## src/rtl/hidden_layer_sequencer_pkg.sv

```systemverilog
// Shared definitions for the hidden-layer sequencer: frame geometry defaults,
// FSM state encoding and the width helper used by the parameter defaults.
package hidden_layer_sequencer_pkg;

    localparam int INPUT_NODES_DEF  = 10;
    localparam int HIDDEN_NODES_DEF = 4;
    localparam int IDX_W_DEF        = 10;

    typedef enum logic [2:0] {
        ST_IDLE   = 3'd0,
        ST_CLEAR  = 3'd1,
        ST_LOAD   = 3'd2,
        ST_WAIT_Q = 3'd3,
        ST_POP    = 3'd4,
        ST_FETCH  = 3'd5,
        ST_FLUSH  = 3'd6
    } state_t;

    // Ceiling log2, never below 1 so single-entry ranges still get a bit.
    function automatic int clog2_min1(input int value);
        int result;
        result = 0;
        while ((1 << result) < value) begin
            result = result + 1;
        end
        return (result < 1) ? 1 : result;
    endfunction

    localparam int HID_W_DEF  = clog2_min1(HIDDEN_NODES_DEF);
    localparam int ADDR_W_DEF = clog2_min1(INPUT_NODES_DEF * HIDDEN_NODES_DEF);

endpackage

```

## src/rtl/hidden_layer_sequencer_if.sv

```systemverilog
// Bundle of the image-source, ILC, weight-RAM and accumulator signals that the
// sequencer drives or observes; master is the sequencer side.
interface hidden_layer_sequencer_if
    import hidden_layer_sequencer_pkg::*;
#(
    parameter int IDX_W  = IDX_W_DEF,
    parameter int ADDR_W = ADDR_W_DEF,
    parameter int HID_W  = HID_W_DEF
);
    logic              start;
    logic              pixel_valid;
    logic              pixel_in;
    logic              pixel_ready;
    logic              ilc_ready_for_inputs;
    logic              ilc_inputs_inbound;
    logic              ilc_pixel_value;
    logic              ilc_outputs_ready;
    logic [IDX_W-1:0]  ilc_index;
    logic              ilc_queue_empty;
    logic              ilc_dequeue;
    logic              weight_rd;
    logic [ADDR_W-1:0] weight_addr;
    logic              acc_clear;
    logic              acc_en;
    logic [HID_W-1:0]  acc_neuron;
    logic              busy;
    logic              done;
    logic              idx_error;

    modport master (
        input  start, pixel_valid, pixel_in, ilc_ready_for_inputs,
               ilc_outputs_ready, ilc_index, ilc_queue_empty,
        output pixel_ready, ilc_inputs_inbound, ilc_pixel_value, ilc_dequeue,
               weight_rd, weight_addr, acc_clear, acc_en, acc_neuron,
               busy, done, idx_error
    );

    modport slave (
        output start, pixel_valid, pixel_in, ilc_ready_for_inputs,
               ilc_outputs_ready, ilc_index, ilc_queue_empty,
        input  pixel_ready, ilc_inputs_inbound, ilc_pixel_value, ilc_dequeue,
               weight_rd, weight_addr, acc_clear, acc_en, acc_neuron,
               busy, done, idx_error
    );

endinterface

```

## src/rtl/hidden_layer_sequencer_fetch_counter.sv

```systemverilog
// Per-index weight fetch: steps the neuron counter, forms idx*HIDDEN_NODES+h
// and delays the read strobe by one stage so accumulation lines up with RAM data.
module hidden_layer_sequencer_fetch_counter
    import hidden_layer_sequencer_pkg::*;
#(
    parameter int HIDDEN_NODES = HIDDEN_NODES_DEF,
    parameter int IDX_W        = IDX_W_DEF,
    parameter int HID_W        = clog2_min1(HIDDEN_NODES),
    parameter int ADDR_W       = ADDR_W_DEF
) (
    input  logic              clk,
    input  logic              rst_n,
    input  logic              step,
    input  logic              rd_en,
    input  logic [IDX_W-1:0]  idx,
    output logic              last,
    output logic              weight_rd,
    output logic [ADDR_W-1:0] weight_addr,
    output logic              acc_en,
    output logic [HID_W-1:0]  acc_neuron
);
    localparam int               PROD_W = IDX_W + HID_W + 1;
    localparam logic [HID_W-1:0] H_LAST = HID_W'(HIDDEN_NODES - 1);

    logic [HID_W-1:0] h_reg;
    logic             acc_en_reg;
    logic [HID_W-1:0] acc_neuron_reg;

    assign last        = step && (h_reg == H_LAST);
    assign weight_rd   = step && rd_en;
    assign weight_addr = ADDR_W'(PROD_W'(idx) * PROD_W'(HIDDEN_NODES) + PROD_W'(h_reg));
    assign acc_en      = acc_en_reg;
    assign acc_neuron  = acc_neuron_reg;

    // h wraps to 0 on the last neuron, so every FETCH burst starts from 0.
    always_ff @(posedge clk or negedge rst_n) begin
        if (!rst_n) begin
            h_reg          <= '0;
            acc_en_reg     <= 1'b0;
            acc_neuron_reg <= '0;
        end else begin
            if (step) begin
                h_reg <= last ? '0 : h_reg + 1'b1;
            end
            acc_en_reg     <= step && rd_en;
            acc_neuron_reg <= h_reg;
        end
    end

endmodule

```

## src/rtl/hidden_layer_sequencer.sv

```systemverilog
// Frame sequencer: loads one binary image into the ILC, drains its index queue
// and issues HIDDEN_NODES weight reads plus accumulator strobes per index.
module hidden_layer_sequencer
    import hidden_layer_sequencer_pkg::*;
#(
    parameter int INPUT_NODES  = INPUT_NODES_DEF,
    parameter int HIDDEN_NODES = HIDDEN_NODES_DEF,
    parameter int IDX_W        = IDX_W_DEF,
    parameter int HID_W        = clog2_min1(HIDDEN_NODES),
    parameter int ADDR_W       = clog2_min1(INPUT_NODES * HIDDEN_NODES)
) (
    input  logic                      clk,
    input  logic                      rst_n,
    hidden_layer_sequencer_if.master  bus
);
    localparam int               PIX_W     = clog2_min1(INPUT_NODES);
    localparam logic [PIX_W-1:0] PIX_LAST  = PIX_W'(INPUT_NODES - 1);
    localparam logic [IDX_W-1:0] IDX_LIMIT = IDX_W'(INPUT_NODES);

    state_t           state_reg, state_next;
    logic [PIX_W-1:0] pix_cnt_reg, pix_cnt_next;
    logic [IDX_W-1:0] idx_reg, idx_next;
    logic             idx_error_reg, idx_error_next;
    logic             done_reg, done_next;
    logic             fetch_step;
    logic             fetch_rd;
    logic             fetch_last;
    logic             idx_bad;

    assign idx_bad       = (idx_reg >= IDX_LIMIT);
    assign bus.done      = done_reg;
    assign bus.idx_error = idx_error_reg;

    always_ff @(posedge clk or negedge rst_n) begin
        if (!rst_n) begin
            state_reg     <= ST_IDLE;
            pix_cnt_reg   <= '0;
            idx_reg       <= '0;
            idx_error_reg <= 1'b0;
            done_reg      <= 1'b0;
        end else begin
            state_reg     <= state_next;
            pix_cnt_reg   <= pix_cnt_next;
            idx_reg       <= idx_next;
            idx_error_reg <= idx_error_next;
            done_reg      <= done_next;
        end
    end

    always_comb begin
        state_next             = state_reg;
        pix_cnt_next           = pix_cnt_reg;
        idx_next               = idx_reg;
        idx_error_next         = idx_error_reg;
        done_next              = 1'b0;
        fetch_step             = 1'b0;
        fetch_rd               = 1'b0;
        bus.pixel_ready        = 1'b0;
        bus.ilc_inputs_inbound = 1'b0;
        bus.ilc_pixel_value    = 1'b0;
        bus.ilc_dequeue        = 1'b0;
        bus.acc_clear          = 1'b0;
        bus.busy               = (state_reg != ST_IDLE);

        case (state_reg)
            ST_IDLE: begin
                if (bus.start && bus.ilc_ready_for_inputs) begin
                    idx_error_next = 1'b0;
                    state_next     = ST_CLEAR;
                end
            end
            ST_CLEAR: begin
                bus.acc_clear = 1'b1;
                pix_cnt_next  = '0;
                state_next    = ST_LOAD;
            end
            ST_LOAD: begin
                bus.pixel_ready        = 1'b1;
                bus.ilc_inputs_inbound = 1'b1;
                if (bus.pixel_valid) begin
                    bus.ilc_pixel_value = bus.pixel_in;
                    if (pix_cnt_reg == PIX_LAST) begin
                        pix_cnt_next = '0;
                        state_next   = ST_WAIT_Q;
                    end else begin
                        pix_cnt_next = pix_cnt_reg + 1'b1;
                    end
                end
            end
            ST_WAIT_Q: begin
                if (bus.ilc_outputs_ready) begin
                    state_next = ST_POP;
                end
            end
            ST_POP: begin
                if (bus.ilc_queue_empty) begin
                    state_next = ST_FLUSH;
                end else begin
                    bus.ilc_dequeue = 1'b1;
                    idx_next        = bus.ilc_index;
                    if (bus.ilc_index >= IDX_LIMIT) begin
                        idx_error_next = 1'b1;
                    end
                    state_next = ST_FETCH;
                end
            end
            ST_FETCH: begin
                // Out-of-range indices still spend their cycles but touch no RAM.
                fetch_step = 1'b1;
                fetch_rd   = !idx_bad;
                if (fetch_last) begin
                    state_next = ST_POP;
                end
            end
            ST_FLUSH: begin
                done_next  = 1'b1;
                state_next = ST_IDLE;
            end
            default: begin
                state_next = ST_IDLE;
            end
        endcase
    end

    hidden_layer_sequencer_fetch_counter #(
        .HIDDEN_NODES (HIDDEN_NODES),
        .IDX_W        (IDX_W),
        .HID_W        (HID_W),
        .ADDR_W       (ADDR_W)
    ) u_fetch (
        .clk          (clk),
        .rst_n        (rst_n),
        .step         (fetch_step),
        .rd_en        (fetch_rd),
        .idx          (idx_reg),
        .last         (fetch_last),
        .weight_rd    (bus.weight_rd),
        .weight_addr  (bus.weight_addr),
        .acc_en       (bus.acc_en),
        .acc_neuron   (bus.acc_neuron)
    );

endmodule

```

## src/flat_wrapper.sv

```systemverilog
// flat-port wrapper written by rule: the top's interface ports become plain ports
module hidden_layer_sequencer_flat import hidden_layer_sequencer_pkg::*;
#(
    parameter int INPUT_NODES  = INPUT_NODES_DEF,
    parameter int HIDDEN_NODES = HIDDEN_NODES_DEF,
    parameter int IDX_W        = IDX_W_DEF,
    parameter int HID_W        = clog2_min1(HIDDEN_NODES),
    parameter int ADDR_W       = clog2_min1(INPUT_NODES * HIDDEN_NODES)
)
  (clk, rst_n, bus_start, bus_pixel_valid, bus_pixel_in, bus_ilc_ready_for_inputs, bus_ilc_outputs_ready, bus_ilc_index, bus_ilc_queue_empty, bus_pixel_ready, bus_ilc_inputs_inbound, bus_ilc_pixel_value, bus_ilc_dequeue, bus_weight_rd, bus_weight_addr, bus_acc_clear, bus_acc_en, bus_acc_neuron, bus_busy, bus_done, bus_idx_error);
  hidden_layer_sequencer_if #(.IDX_W(IDX_W), .ADDR_W(ADDR_W), .HID_W(HID_W)) bus_i ();
  input  logic clk;
  input  logic rst_n;
  input wire logic [$bits(bus_i.start)-1:0] bus_start;
  input wire logic [$bits(bus_i.pixel_valid)-1:0] bus_pixel_valid;
  input wire logic [$bits(bus_i.pixel_in)-1:0] bus_pixel_in;
  input wire logic [$bits(bus_i.ilc_ready_for_inputs)-1:0] bus_ilc_ready_for_inputs;
  input wire logic [$bits(bus_i.ilc_outputs_ready)-1:0] bus_ilc_outputs_ready;
  input wire logic [$bits(bus_i.ilc_index)-1:0] bus_ilc_index;
  input wire logic [$bits(bus_i.ilc_queue_empty)-1:0] bus_ilc_queue_empty;
  output wire logic [$bits(bus_i.pixel_ready)-1:0] bus_pixel_ready;
  output wire logic [$bits(bus_i.ilc_inputs_inbound)-1:0] bus_ilc_inputs_inbound;
  output wire logic [$bits(bus_i.ilc_pixel_value)-1:0] bus_ilc_pixel_value;
  output wire logic [$bits(bus_i.ilc_dequeue)-1:0] bus_ilc_dequeue;
  output wire logic [$bits(bus_i.weight_rd)-1:0] bus_weight_rd;
  output wire logic [$bits(bus_i.weight_addr)-1:0] bus_weight_addr;
  output wire logic [$bits(bus_i.acc_clear)-1:0] bus_acc_clear;
  output wire logic [$bits(bus_i.acc_en)-1:0] bus_acc_en;
  output wire logic [$bits(bus_i.acc_neuron)-1:0] bus_acc_neuron;
  output wire logic [$bits(bus_i.busy)-1:0] bus_busy;
  output wire logic [$bits(bus_i.done)-1:0] bus_done;
  output wire logic [$bits(bus_i.idx_error)-1:0] bus_idx_error;
  assign bus_i.start = bus_start;
  assign bus_i.pixel_valid = bus_pixel_valid;
  assign bus_i.pixel_in = bus_pixel_in;
  assign bus_i.ilc_ready_for_inputs = bus_ilc_ready_for_inputs;
  assign bus_i.ilc_outputs_ready = bus_ilc_outputs_ready;
  assign bus_i.ilc_index = bus_ilc_index;
  assign bus_i.ilc_queue_empty = bus_ilc_queue_empty;
  assign bus_pixel_ready = bus_i.pixel_ready;
  assign bus_ilc_inputs_inbound = bus_i.ilc_inputs_inbound;
  assign bus_ilc_pixel_value = bus_i.ilc_pixel_value;
  assign bus_ilc_dequeue = bus_i.ilc_dequeue;
  assign bus_weight_rd = bus_i.weight_rd;
  assign bus_weight_addr = bus_i.weight_addr;
  assign bus_acc_clear = bus_i.acc_clear;
  assign bus_acc_en = bus_i.acc_en;
  assign bus_acc_neuron = bus_i.acc_neuron;
  assign bus_busy = bus_i.busy;
  assign bus_done = bus_i.done;
  assign bus_idx_error = bus_i.idx_error;
  hidden_layer_sequencer #(.INPUT_NODES(INPUT_NODES), .HIDDEN_NODES(HIDDEN_NODES), .IDX_W(IDX_W), .HID_W(HID_W), .ADDR_W(ADDR_W)) u_core (.clk(clk), .rst_n(rst_n), .bus(bus_i));
endmodule
```

## config.mk

```make
export PLATFORM = sky130hd
export DESIGN_NAME = hidden_layer_sequencer_flat
export DESIGN_NICKNAME = d
export VERILOG_FILES = /design/src/rtl/hidden_layer_sequencer_pkg.sv /design/src/rtl/hidden_layer_sequencer_if.sv /design/src/rtl/hidden_layer_sequencer_fetch_counter.sv /design/src/rtl/hidden_layer_sequencer.sv /design/src/flat_wrapper.sv
export SDC_FILE = /design/constraint.sdc
export NUM_CORES = 1
export LEC_CHECK = 0
export BUFFER_PORTS_ARGS = -buffer_cell sky130_fd_sc_hd__buf_2
export CORE_MARGIN = 3
export CORE_UTILIZATION = 53
export DETAILED_ROUTE_END_ITERATION = 7
export PLACE_DENSITY = 0.87
export SYNTH_ARGS = -nofsm -noshare
export SYNTH_HDL_FRONTEND = slang
export SYNTH_SLANG_ARGS = --single-unit
```

## constraint.sdc

```tcl
create_clock -name clk -period 2.6 [get_ports clk]
set_input_delay 0.26 -clock clk [delete_from_list [all_inputs] [get_ports clk]]
set_output_delay 0.26 -clock clk [all_outputs]
set_load 0.02 [all_outputs]
```

==> out/metrics.csv, run 1 <==
metric;value;unit
Slew headroom;0.594;
Seq/Total Area, Yosys;0.517;
Core Rows;16;
most frequent cells in the layout;buf_2 (35), dfrtp_1 (24), o21ai_0 (12);
fraction of registers with async set/reset;1.00;
Switch Pwr;610;uW
count of flip-flops with a built-in enable after synthesis;0;
Slew @ Worst Pin;0.602;ns
GR met2 Demand/Resource;0.300;
Max Cap Viol;0;
PD cells;1130;nW/um^2
initial antenna violation count;0;
Worst-Skew Late Latency;0.32;ns
Die Y-Extent;52.8;um
Yosys cell types;28;
clock share of power;0.174;
Register Area;601;um^2
synthesis-to-finish area growth;18.2;%
number of remaining DRC errors;0;
min Tclk post-route;2.09;ns
Fill cells;174;
crit path kind;reg -> out;
Leak Pwr;0.695;nW
setup TNS;0;ns
Worst Path Max Fanout;2;
multi-input gate area in the final layout;472;um^2
Finished Core Util;0.679;
grt met3 use;0.0598;
CP Launch Type;flip-flop;
peak supply drop;0.795;mV
RSZ-0062 raised after global routing;false;
total CTS buffers;3;
# IOs;36;
final setup vio count;0;
Clock Path Buffers;2;
run status;finished, final reports clean;
grt total ovfl;0;
Critical Path RT;2.34;ns
Comb power frac;0.398;
count of antenna-violating nets left after detailed routing;0;
vias in the first global route;794;
WL final;2260;um
root buffer cell;clkbuf_4;
Max Clock Skew;0.00487;ns
Clock Sinks;24;
grt peak-use layer;met2;
Syn Nets;128;
top_reg_cell synth;dfrtp_1;
yosys warns;0;
final period utilization;0.804;
Initial DRT Pass Iterations;5;
vias per cell;5.49;
depth of the CTS H-tree;1;
CP Capture Type;primary output;
TritonCTS clock tree;yes;
routed vias;911;
Synth Area per Inst;10.9;um^2
mapped cell area;1160;um^2
Final Net Count;161;
Starting Density;0.575;
ANT cells;0;
commonest non-fill, non-tap cell in the layout;buf_2;
Final Max Slew Viols;0;
Syn Inst Count;107;
first-pass GRT wire length;3490;um
Routed WL per cell;13.6;um
hpwl dp;1710;um
IO buf count;35;
die area;2790;um^2
First DRT Iteration DRCs;11;
switching share of power;0.393;
Global Route Usage Sum;0.176;
Internal;943;uW
max FFs per register;10;
worst path arrival time;1.83;ns
largest net degree at the start of global routing;25;
final hold violation count;0;
worst hold path class;in -> reg;
grt met1 use;0.209;
chip width;52.8;um
routability cong.;0.835;
Clock transition at path regs;0.13;ns
#FFs+latches synth;24;
Achievable Freq;478;MHz
total core area;2020;um^2
share of layout cells above drive strength 1;0.374;
Seq pwr share;0.428;
[per-layer routing]
| metal | share of wire | vias to the layer above |
|---|---|---|
| met5 | 0 | - |
| li1 | - | 433 |
| met1 | 0.40 | 439 |
| met3 | 0.068 | 2 |
| met4 | 0.0089 | 0 |
| met2 | 0.52 | 37 |
[timing repair]
action | in CTS | in global routing
hold buffers | 1 | 0
buffers inserted | 0 | 0
resized for setup | 0 | 0
hold endpoints to repair | 24 | 0
[stage by stage]
stage / setup slack (ns) / instances / power [mW] / instance area (um^2) / hold slack [ns]
finish: 0.510 / 166 / 1.55 / 1370 / 0.167
floorplan: 0.739 / 107 / 1.16 / 1160 / -0.0356
global route: 0.433 / 166 / 1.66 / 1370 / 0.147
global placement: 0.927 / 161 / 1.26 / 1310 / 0.260
CTS: 0.503 / 166 / 1.56 / 1370 / 0.163
detailed placement: 0.863 / 161 / 1.29 / 1310 / 0.269
[kinds of logic after synthesis]
| kind of cell | Yosys count | synth area share |
|---|---|---|
| AO/OA/AOI/OAI | 20 | 0.0958 |
| flip-flops | 24 | 0.517 |
| buffers and inverters | 15 | 0.0775 |
| adder cells (fa/ha/maj) | 3 | 0.0323 |
| multiplexers | 13 | 0.124 |
| AND/OR/NAND/NOR | 32 | 0.154 |
[Yosys cell counts (2+ instances only)]
library cell | number | area share
dfrtp_1 | 24 | 0.52
o21ai_0 | 12 | 0.052
mux2_2 | 11 | 0.11
nand2_1 | 9 | 0.029
buf_4 | 7 | 0.045
inv_1 | 6 | 0.019
a21oi_1 | 4 | 0.017
nand3_1 | 4 | 0.017
ha_1 | 3 | 0.032
nor2_1 | 3 | 0.0097
and3_1 | 2 | 0.011
mux2i_1 | 2 | 0.017
nand2b_1 | 2 | 0.011
nor3_1 | 2 | 0.0086
nor4_1 | 2 | 0.011
or4_1 | 2 | 0.013
[worst paths after layout]
| check | from | end | slack [ns] | cells past startpoint |
|---|---|---|---|---|
| max in group asynchronous | rst_n | u_core.u_fetch.h_reg[1] | 1.82 | 2 |
| max reg2reg | u_core.state_reg[1] | u_core.pix_cnt_reg[2] | 0.84 | 4 |
| min in group asynchronous | rst_n | u_core.state_reg[0] | 0.43 | 2 |
| max | u_core.idx_reg[8] | bus_weight_rd | 0.51 | 3 |
| min | bus_ilc_index[0] | u_core.idx_reg[0] | 0.17 | 2 |
| min reg2reg | u_core.u_fetch.h_reg[1] | u_core.u_fetch.acc_neuron[1] | 0.44 | 0 |
[power by group through the flow]
stage               registers (mW)  logic, mW  clock network (mW)
floorplan                    0.653      0.509                   0
global placement             0.657      0.605                   0
detailed placement           0.670      0.624                   0
CTS                          0.664      0.626               0.274
global route                 0.687      0.680               0.292
finish                       0.665      0.618               0.270
[critical path, stage by stage, from the launching register on]
cell and delay [ns]:
dfrtp_1 0.41, or4_1 0.50, nor4_1 0.37, buf_2 0.24
[area by class of cell]
class / count / area share
Sequential cell: 24 / 0.437
Multi-Input combinational cell: 68 / 0.343
Timing Repair Buffer: 37 / 0.140
Tap cell: 27 / 0.0246
Clock inverter: 1 / 0.0219
Clock buffer: 3 / 0.0164
Inverter: 6 / 0.0164
No activity file was read; power rests on OpenSTA's default activity.
==> run 2, diff against run 1 <==
--- a/config.mk
+++ b/config.mk
@@ -7,9 +7,9 @@
 export LEC_CHECK = 0
 export BUFFER_PORTS_ARGS = -buffer_cell sky130_fd_sc_hd__buf_2
 export CORE_MARGIN = 3
-export CORE_UTILIZATION = 53
+export CORE_UTILIZATION = 49
 export DETAILED_ROUTE_END_ITERATION = 7
-export PLACE_DENSITY = 0.87
+export PLACE_DENSITY = 0.82
 export SYNTH_ARGS = -nofsm -noshare
 export SYNTH_HDL_FRONTEND = slang
 export SYNTH_SLANG_ARGS = --single-unit
==> constraint.sdc (replaced) <==
create_clock -name clk -period 1.94 [get_ports clk]
set_input_delay 0.194 -clock clk [delete_from_list [all_inputs] [get_ports clk]]
set_output_delay 0.194 -clock clk [all_outputs]
set_load 0.02 [all_outputs]
==> run 2 against run 1 <==
  * Hold slack worse by 0.049 ns
  * Highest routed layer unchanged
  * Non-clock buffer count is 5 higher
  * Final cell count is 3.6% higher
==> out/metrics.csv, run 2 (same netlist as run 1, synthesis figures left out) <==
metric;value;unit;change
multi-input gate area in the final layout;490;um^2;+4.0%
largest net degree at the start of global routing;25;;unchanged
worst path arrival time;1.63;ns;-0.20 ns
vias in the first global route;789;;-0.63%
Global Route Usage Sum;0.153;;-0.0233
root buffer cell;clkbuf_4;;
Achievable Freq;547;MHz;
CP Capture Type;primary output;;
chip width;54.7;um;+3.5%
Slew headroom;0.609;;+0.0146
share of layout cells above drive strength 1;0.431;;+0.0565
min Tclk post-route;1.83;ns;
Clock Path Buffers;2;;unchanged
# IOs;36;;unchanged
Worst-Skew Late Latency;0.31;ns;about the same
most frequent cells in the layout;buf_2 (34), dfrtp_1 (21), o21ai_0 (12);;
slowest stage cell, crit path;dfrtp_2;;
Initial DRT Pass Iterations;4;;-1
RSZ-0062 raised after global routing;false;;
Register Area;604;um^2;+0.63%
depth of the CTS H-tree;1;;unchanged
vias per cell;5.22;;-4.9%
TritonCTS clock tree;yes;;
initial antenna violation count;0;;unchanged
worst hold path class;in -> reg;;
Clock transition at path regs;0.13;ns;about the same
Die Y-Extent;54.7;um;+3.5%
Leak Pwr;0.719;nW;+3.5%
commonest non-fill, non-tap cell in the layout;buf_2;;
routed vias;898;;-1.4%
Final Net Count;166;;+3.1%
Fill cells;191;;+9.8%
crit path kind;reg -> out;;
max FFs per register;10;;unchanged
Max Clock Skew;0.00144;ns;-0.00343 ns
PD cells;1520;nW/um^2;+35%
setup TNS;0;ns;unchanged
Worst Path Max Fanout;7;;+5
peak supply drop;1.06;mV;+33%
First DRT Iteration DRCs;9;;-2
final setup vio count;0;;unchanged
first-pass GRT wire length;3280;um;-5.9%
Routed WL per cell;13.5;um;-0.92%
Max Cap Viol;0;;unchanged
CP Launch Type;flip-flop;;
grt total ovfl;0;;unchanged
Core Rows;17;;+1
Slew @ Worst Pin;0.580;ns;-0.0217 ns
synthesis-to-finish area growth;23.7;%;
Critical Path RT;1.75;ns;-0.59 ns
Starting Density;0.520;;-0.0544
Finished Cell Area;1440;um^2;+4.6%
routability cong.;0.834;;-0.16%
final period utilization;0.943;;
CP peak stage delay;0.47;ns;-0.03 ns
final hold violation count;0;;unchanged
Final Max Slew Viols;0;;unchanged
IO buf count;35;;unchanged
Post-DP Area;1310;um^2;about the same
die area;2990;um^2;+7.2%
total core area;2230;um^2;+10%
run status;finished, final reports clean;;
number of remaining DRC errors;0;;unchanged
ANT cells;0;;unchanged
Clock Sinks;24;;unchanged
count of antenna-violating nets left after detailed routing;0;;unchanged
WL final;2320;um;+2.7%
top cell family by delay on the critical path;simple AND/OR/NAND/NOR gates;;
total CTS buffers;3;;unchanged
Buf+Inv Stages, Crit Path;2;;+1
crit-path cells;or3b_1 -> inv_1 -> and3_1 -> buf_2;;
-- run 2: changes by cell type in the layout (fill, tap and decap cells not counted) --
| cell | delta |
|---|---|
| buf_2 | -1 |
| nor4_1 | -1 |
| dfrtp_1 | -3 |
| or4_1 | -1 |
| dfrtp_2 | +3 |
| buf_4 | +6 |
| nor4_4 | +1 |
| or4_4 | +1 |
-- run 2: stage by stage --
stage | utilization | hold slack, ns | std cells | total power, mW | setup slack, ns
floorplan | - | -0.102 | 107 | 1.56 | 0.134
global placement | 0.588 | 0.201 | 162 | 1.69 | 0.304
detailed placement | 0.588 | 0.197 | 162 | 1.74 | 0.241
CTS | 0.619 | 0.111 | 167 | 2.10 | 0.00346
global route | 0.644 | 0.0953 | 172 | 2.34 | 0.00482
finish | 0.644 | 0.118 | 172 | 2.19 | 0.111
-- run 2: metal layers --
layer / wire [um] / part of all wire / up-vias / global-route usage
met3: 110 / 0.047 / 2 / 0.0163
met5: 0 / 0 / - / 0
li1: - / - / 446 / -
met1: 1030 / 0.44 / 429 / 0.192
met4: 10 / 0.0043 / 0 / 0.0747
met2: 1170 / 0.50 / 21 / 0.258
-- run 2: timing repair --
item,4_1_cts,5_1_grt
cloned,0,0
pin swaps,0,1
hold buffers,1,0
endpoints found under the setup margin,2,3
gates resized for setup,2,5
buffers inserted,0,5
hold endpoints to repair,24,0
-- run 2: path summary, 6_finish.rpt --
| check | slack (ns) | startpoint | cells after the start | end |
|---|---|---|---|---|
| min in group asynchronous | 0.38 | rst_n | 2 | u_core.bus.done |
| min | 0.12 | bus_ilc_index[0] | 2 | u_core.idx_reg[0] |
| max reg2reg | 0.32 | u_core.state_reg[1] | 4 | u_core.pix_cnt_reg[3] |
| max | 0.11 | u_core.state_reg[2] | 4 | bus_ilc_pixel_value |
| max in group asynchronous | 1.19 | rst_n | 2 | u_core.state_reg[1] |
| min reg2reg | 0.44 | u_core.u_fetch.h_reg[1] | 0 | u_core.u_fetch.acc_neuron[1] |
-- run 2: layout make-up --
class | instances | area share
multi-input combinational | 68 | 0.341
tap | 28 | 0.0244
clock buffer | 3 | 0.0157
sequential | 24 | 0.420
clock inverter | 1 | 0.0209
timing repair buffer | 42 | 0.162
inverter | 6 | 0.0157
-- run 2: worst reg2reg max path, delay by kind of cell, from the launching register on --
family           cells  cell delay (ns)
AND/OR/NAND/NOR      2             0.75
flip-flops           1             0.46
AO/OA/AOI/OAI        2             0.33
-- run 2: power by group --
group	internal (mW)	leakage, nW	switching (mW)
clock network	0.209	0.0279	0.145
registers	0.705	0.302	0.173
logic	0.428	0.390	0.532
total	1.34	0.719	0.850
==> run 3, diff against run 2 <==
--- a/config.mk
+++ b/config.mk
@@ -6,10 +6,11 @@
 export NUM_CORES = 1
 export LEC_CHECK = 0
 export BUFFER_PORTS_ARGS = -buffer_cell sky130_fd_sc_hd__buf_2
-export CORE_MARGIN = 3
+export CORE_MARGIN = 2
 export CORE_UTILIZATION = 49
 export DETAILED_ROUTE_END_ITERATION = 7
 export PLACE_DENSITY = 0.82
+export RECOVER_POWER = 25
 export SYNTH_ARGS = -nofsm -noshare
 export SYNTH_HDL_FRONTEND = slang
 export SYNTH_SLANG_ARGS = --single-unit
==> run 3 against run 2 <==
  * Count of clock-buffer cells in the layout grew 1
  * Register-to-register slack got worse by 0.07 ns
  * Design area fell by 0.70%
  * Power is 4.4% lower
  * Clock skew grew 0.0039 ns
  * Die area shrank 7.2%
  * Hold slack got worse by 0.0097 ns
  * First-iteration DRC count up 11%
  * Wire length is 5.5% lower
  * Setup slack improved by 0.021 ns
  * Critical endpoint is now bus_weight_rd
  * Largest cell class unchanged
==> out/metrics.csv, run 3 (same netlist as run 1, synthesis figures left out) <==
metric;value;unit;change
run status;finished, final reports clean;;
final period utilization;0.932;;-0.0108
vias per cell;5.24;;+0.31%
depth of the CTS H-tree;1;;unchanged
total power;2.09;mW;-4.4%
grt met1 use;0.223;;+0.0306
Seq pwr share;0.420;;+0.020
peak supply drop;0.969;mV;-8.4%
Starting Density;0.520;;unchanged
First DRT Iteration DRCs;10;;+1
Worst Path Max Fanout;2;;-5
most frequent cells in the layout;buf_2 (33), dfrtp_1 (21), o21ai_0 (12);;
worst hold path class;in -> reg;;
crit path kind;reg -> out;;
initial antenna violation count;0;;unchanged
Internal;1.26;mW;-6.4%
Slew @ Worst Pin;1.23;ns;+0.652 ns
Fill cells;192;;+0.52%
final hold violation count;0;;unchanged
Routed WL per cell;12.7;um;-6.0%
Worst-Skew Late Latency;0.30;ns;about the same
min Tclk post-route;1.81;ns;-0.0209 ns
commonest non-fill, non-tap cell in the layout;buf_2;;
chip width;52.7;um;-3.7%
Comb power frac;0.458;;+0.020
Achievable Freq;553;MHz;+1.2%
total CTS buffers;3;;unchanged
Switch Pwr;839;uW;-1.3%
Initial DRT Pass Iterations;4;;unchanged
Clock Sinks;24;;unchanged
Core Rows;17;;unchanged
GR met2 Demand/Resource;0.327;;+0.0692
Inst Count DP;162;;unchanged
vias in the first global route;840;;+6.5%
IO buf count;35;;unchanged
total core area;2230;um^2;unchanged
Slew headroom;0.178;;-0.431
routed vias;906;;+0.89%
die area;2780;um^2;-7.2%
Worst Slack Setup Final;0.132;ns;+0.0209 ns
final setup vio count;0;;unchanged
grt peak-use layer;met2;;
CP Launch Type;flip-flop;;
grt total ovfl;0;;unchanged
first-pass GRT wire length;3680;um;+12%
Register Area;604;um^2;unchanged
Global Route Usage Sum;0.182;;+0.0296
Critical Path RT;1.75;ns;about the same
switching share of power;0.401;;+0.0128
RSZ-0062 raised after global routing;false;;
Clock Path Buffers;2;;unchanged
clock share of power;0.122;;-0.039
final instance count without filler cells;173;;+0.58%
PD cells;1470;nW/um^2;-3.8%
Post-Place Worst Slack;0.206;ns;-0.0347 ns
worst path arrival time;1.61;ns;-0.02 ns
share of layout cells above drive strength 1;0.428;;-0.00297
Leak Pwr;0.715;nW;-0.63%
hpwl dp;1690;um;
Final Max Slew Viols;0;;unchanged
WL final;2190;um;-5.5%
largest net degree at the start of global routing;25;;unchanged
Clock transition at path regs;0.13;ns;about the same
CP Capture Type;primary output;;
TritonCTS clock tree;yes;;
Max Cap Viol;0;;unchanged
# IOs;36;;unchanged
synthesis-to-finish area growth;22.8;%;
Max Clock Skew;0.00532;ns;+0.00388 ns
Final Net Count;167;;+0.60%
Die Y-Extent;52.7;um;-3.7%
multi-input gate area in the final layout;490;um^2;unchanged
ANT cells;0;;unchanged
setup TNS;0;ns;unchanged
max FFs per register;10;;unchanged
root buffer cell;clkbuf_4;;
grt met3 use;0.0229;;+0.00651
count of antenna-violating nets left after detailed routing;0;;unchanged
number of remaining DRC errors;0;;unchanged
routability cong.;0.737;;-12%
-- run 3: cell types whose count changed in the layout (fill, tap and decap cells not counted) --
cell	change
clkbuf_8	+1
buf_4	+1
bufinv_16	-1
clkbuf_1	+1
buf_2	-1
-- run 3: repair_timing --
item / CTS / global route
gates resized for setup: 1 / 6
setup buffers: 0 / 6
hold buffers: 1 / 0
endpoints found under the hold margin: 24 / 0
endpoints found under the setup margin: 1 / 4
pin swaps: 0 / 1
-- run 3: final cells by class --
type / instances / area share
Timing Repair Buffer: 43 / 0.167
Multi-Input combinational cell: 68 / 0.344
Tap cell: 28 / 0.0245
Inverter: 6 / 0.0158
Sequential cell: 24 / 0.423
Clock buffer: 4 / 0.0254
-- run 3: final timing paths --
check / from / end / slack [ns] / cells past startpoint
min in group asynchronous: rst_n / u_core.pix_cnt_reg[3] / 0.66 / 2
min reg2reg: u_core.u_fetch.h_reg[1] / u_core.u_fetch.acc_neuron[1] / 0.44 / 0
max reg2reg: u_core.state_reg[0] / u_core.pix_cnt_reg[3] / 0.25 / 5
max in group asynchronous: rst_n / u_core.state_reg[1] / 0.47 / 2
min: bus_ilc_index[0] / u_core.idx_reg[0] / 0.11 / 2
max: u_core.idx_reg[9] / bus_weight_rd / 0.13 / 3
-- run 3: per-stage QoR --
stage                util  area, um^2  hold slack, ns
floorplan               -        1160          -0.102
global placement    0.588        1310           0.201
detailed placement  0.588        1310           0.203
CTS                 0.611        1370           0.105
global route        0.639        1430          0.0886
finish              0.639        1430           0.108
-- run 3: worst max-delay path, cell delays in order (launching register included) --
cell	delay, ns
dfrtp_1	0.40
or4_4	0.55
nor4_4	0.17
buf_4	0.19
-- run 3: layer usage --
layer | up-vias | part of all wire
met2 | 20 | 0.54
met5 | - | 0
met3 | 2 | 0.043
li1 | 451 | -
met1 | 433 | 0.41
met4 | 0 | 0.0046
-- run 3: power groups by stage --
stage	clock, mW	sequential (mW)	combinational (mW)
final	0.255	0.879	0.960
after global routing	0.288	0.912	1.07
after CTS	0.260	0.885	0.851
after detailed placement	0	0.894	0.844
after global placement	0	0.879	0.809
after floorplan	0	0.875	0.683
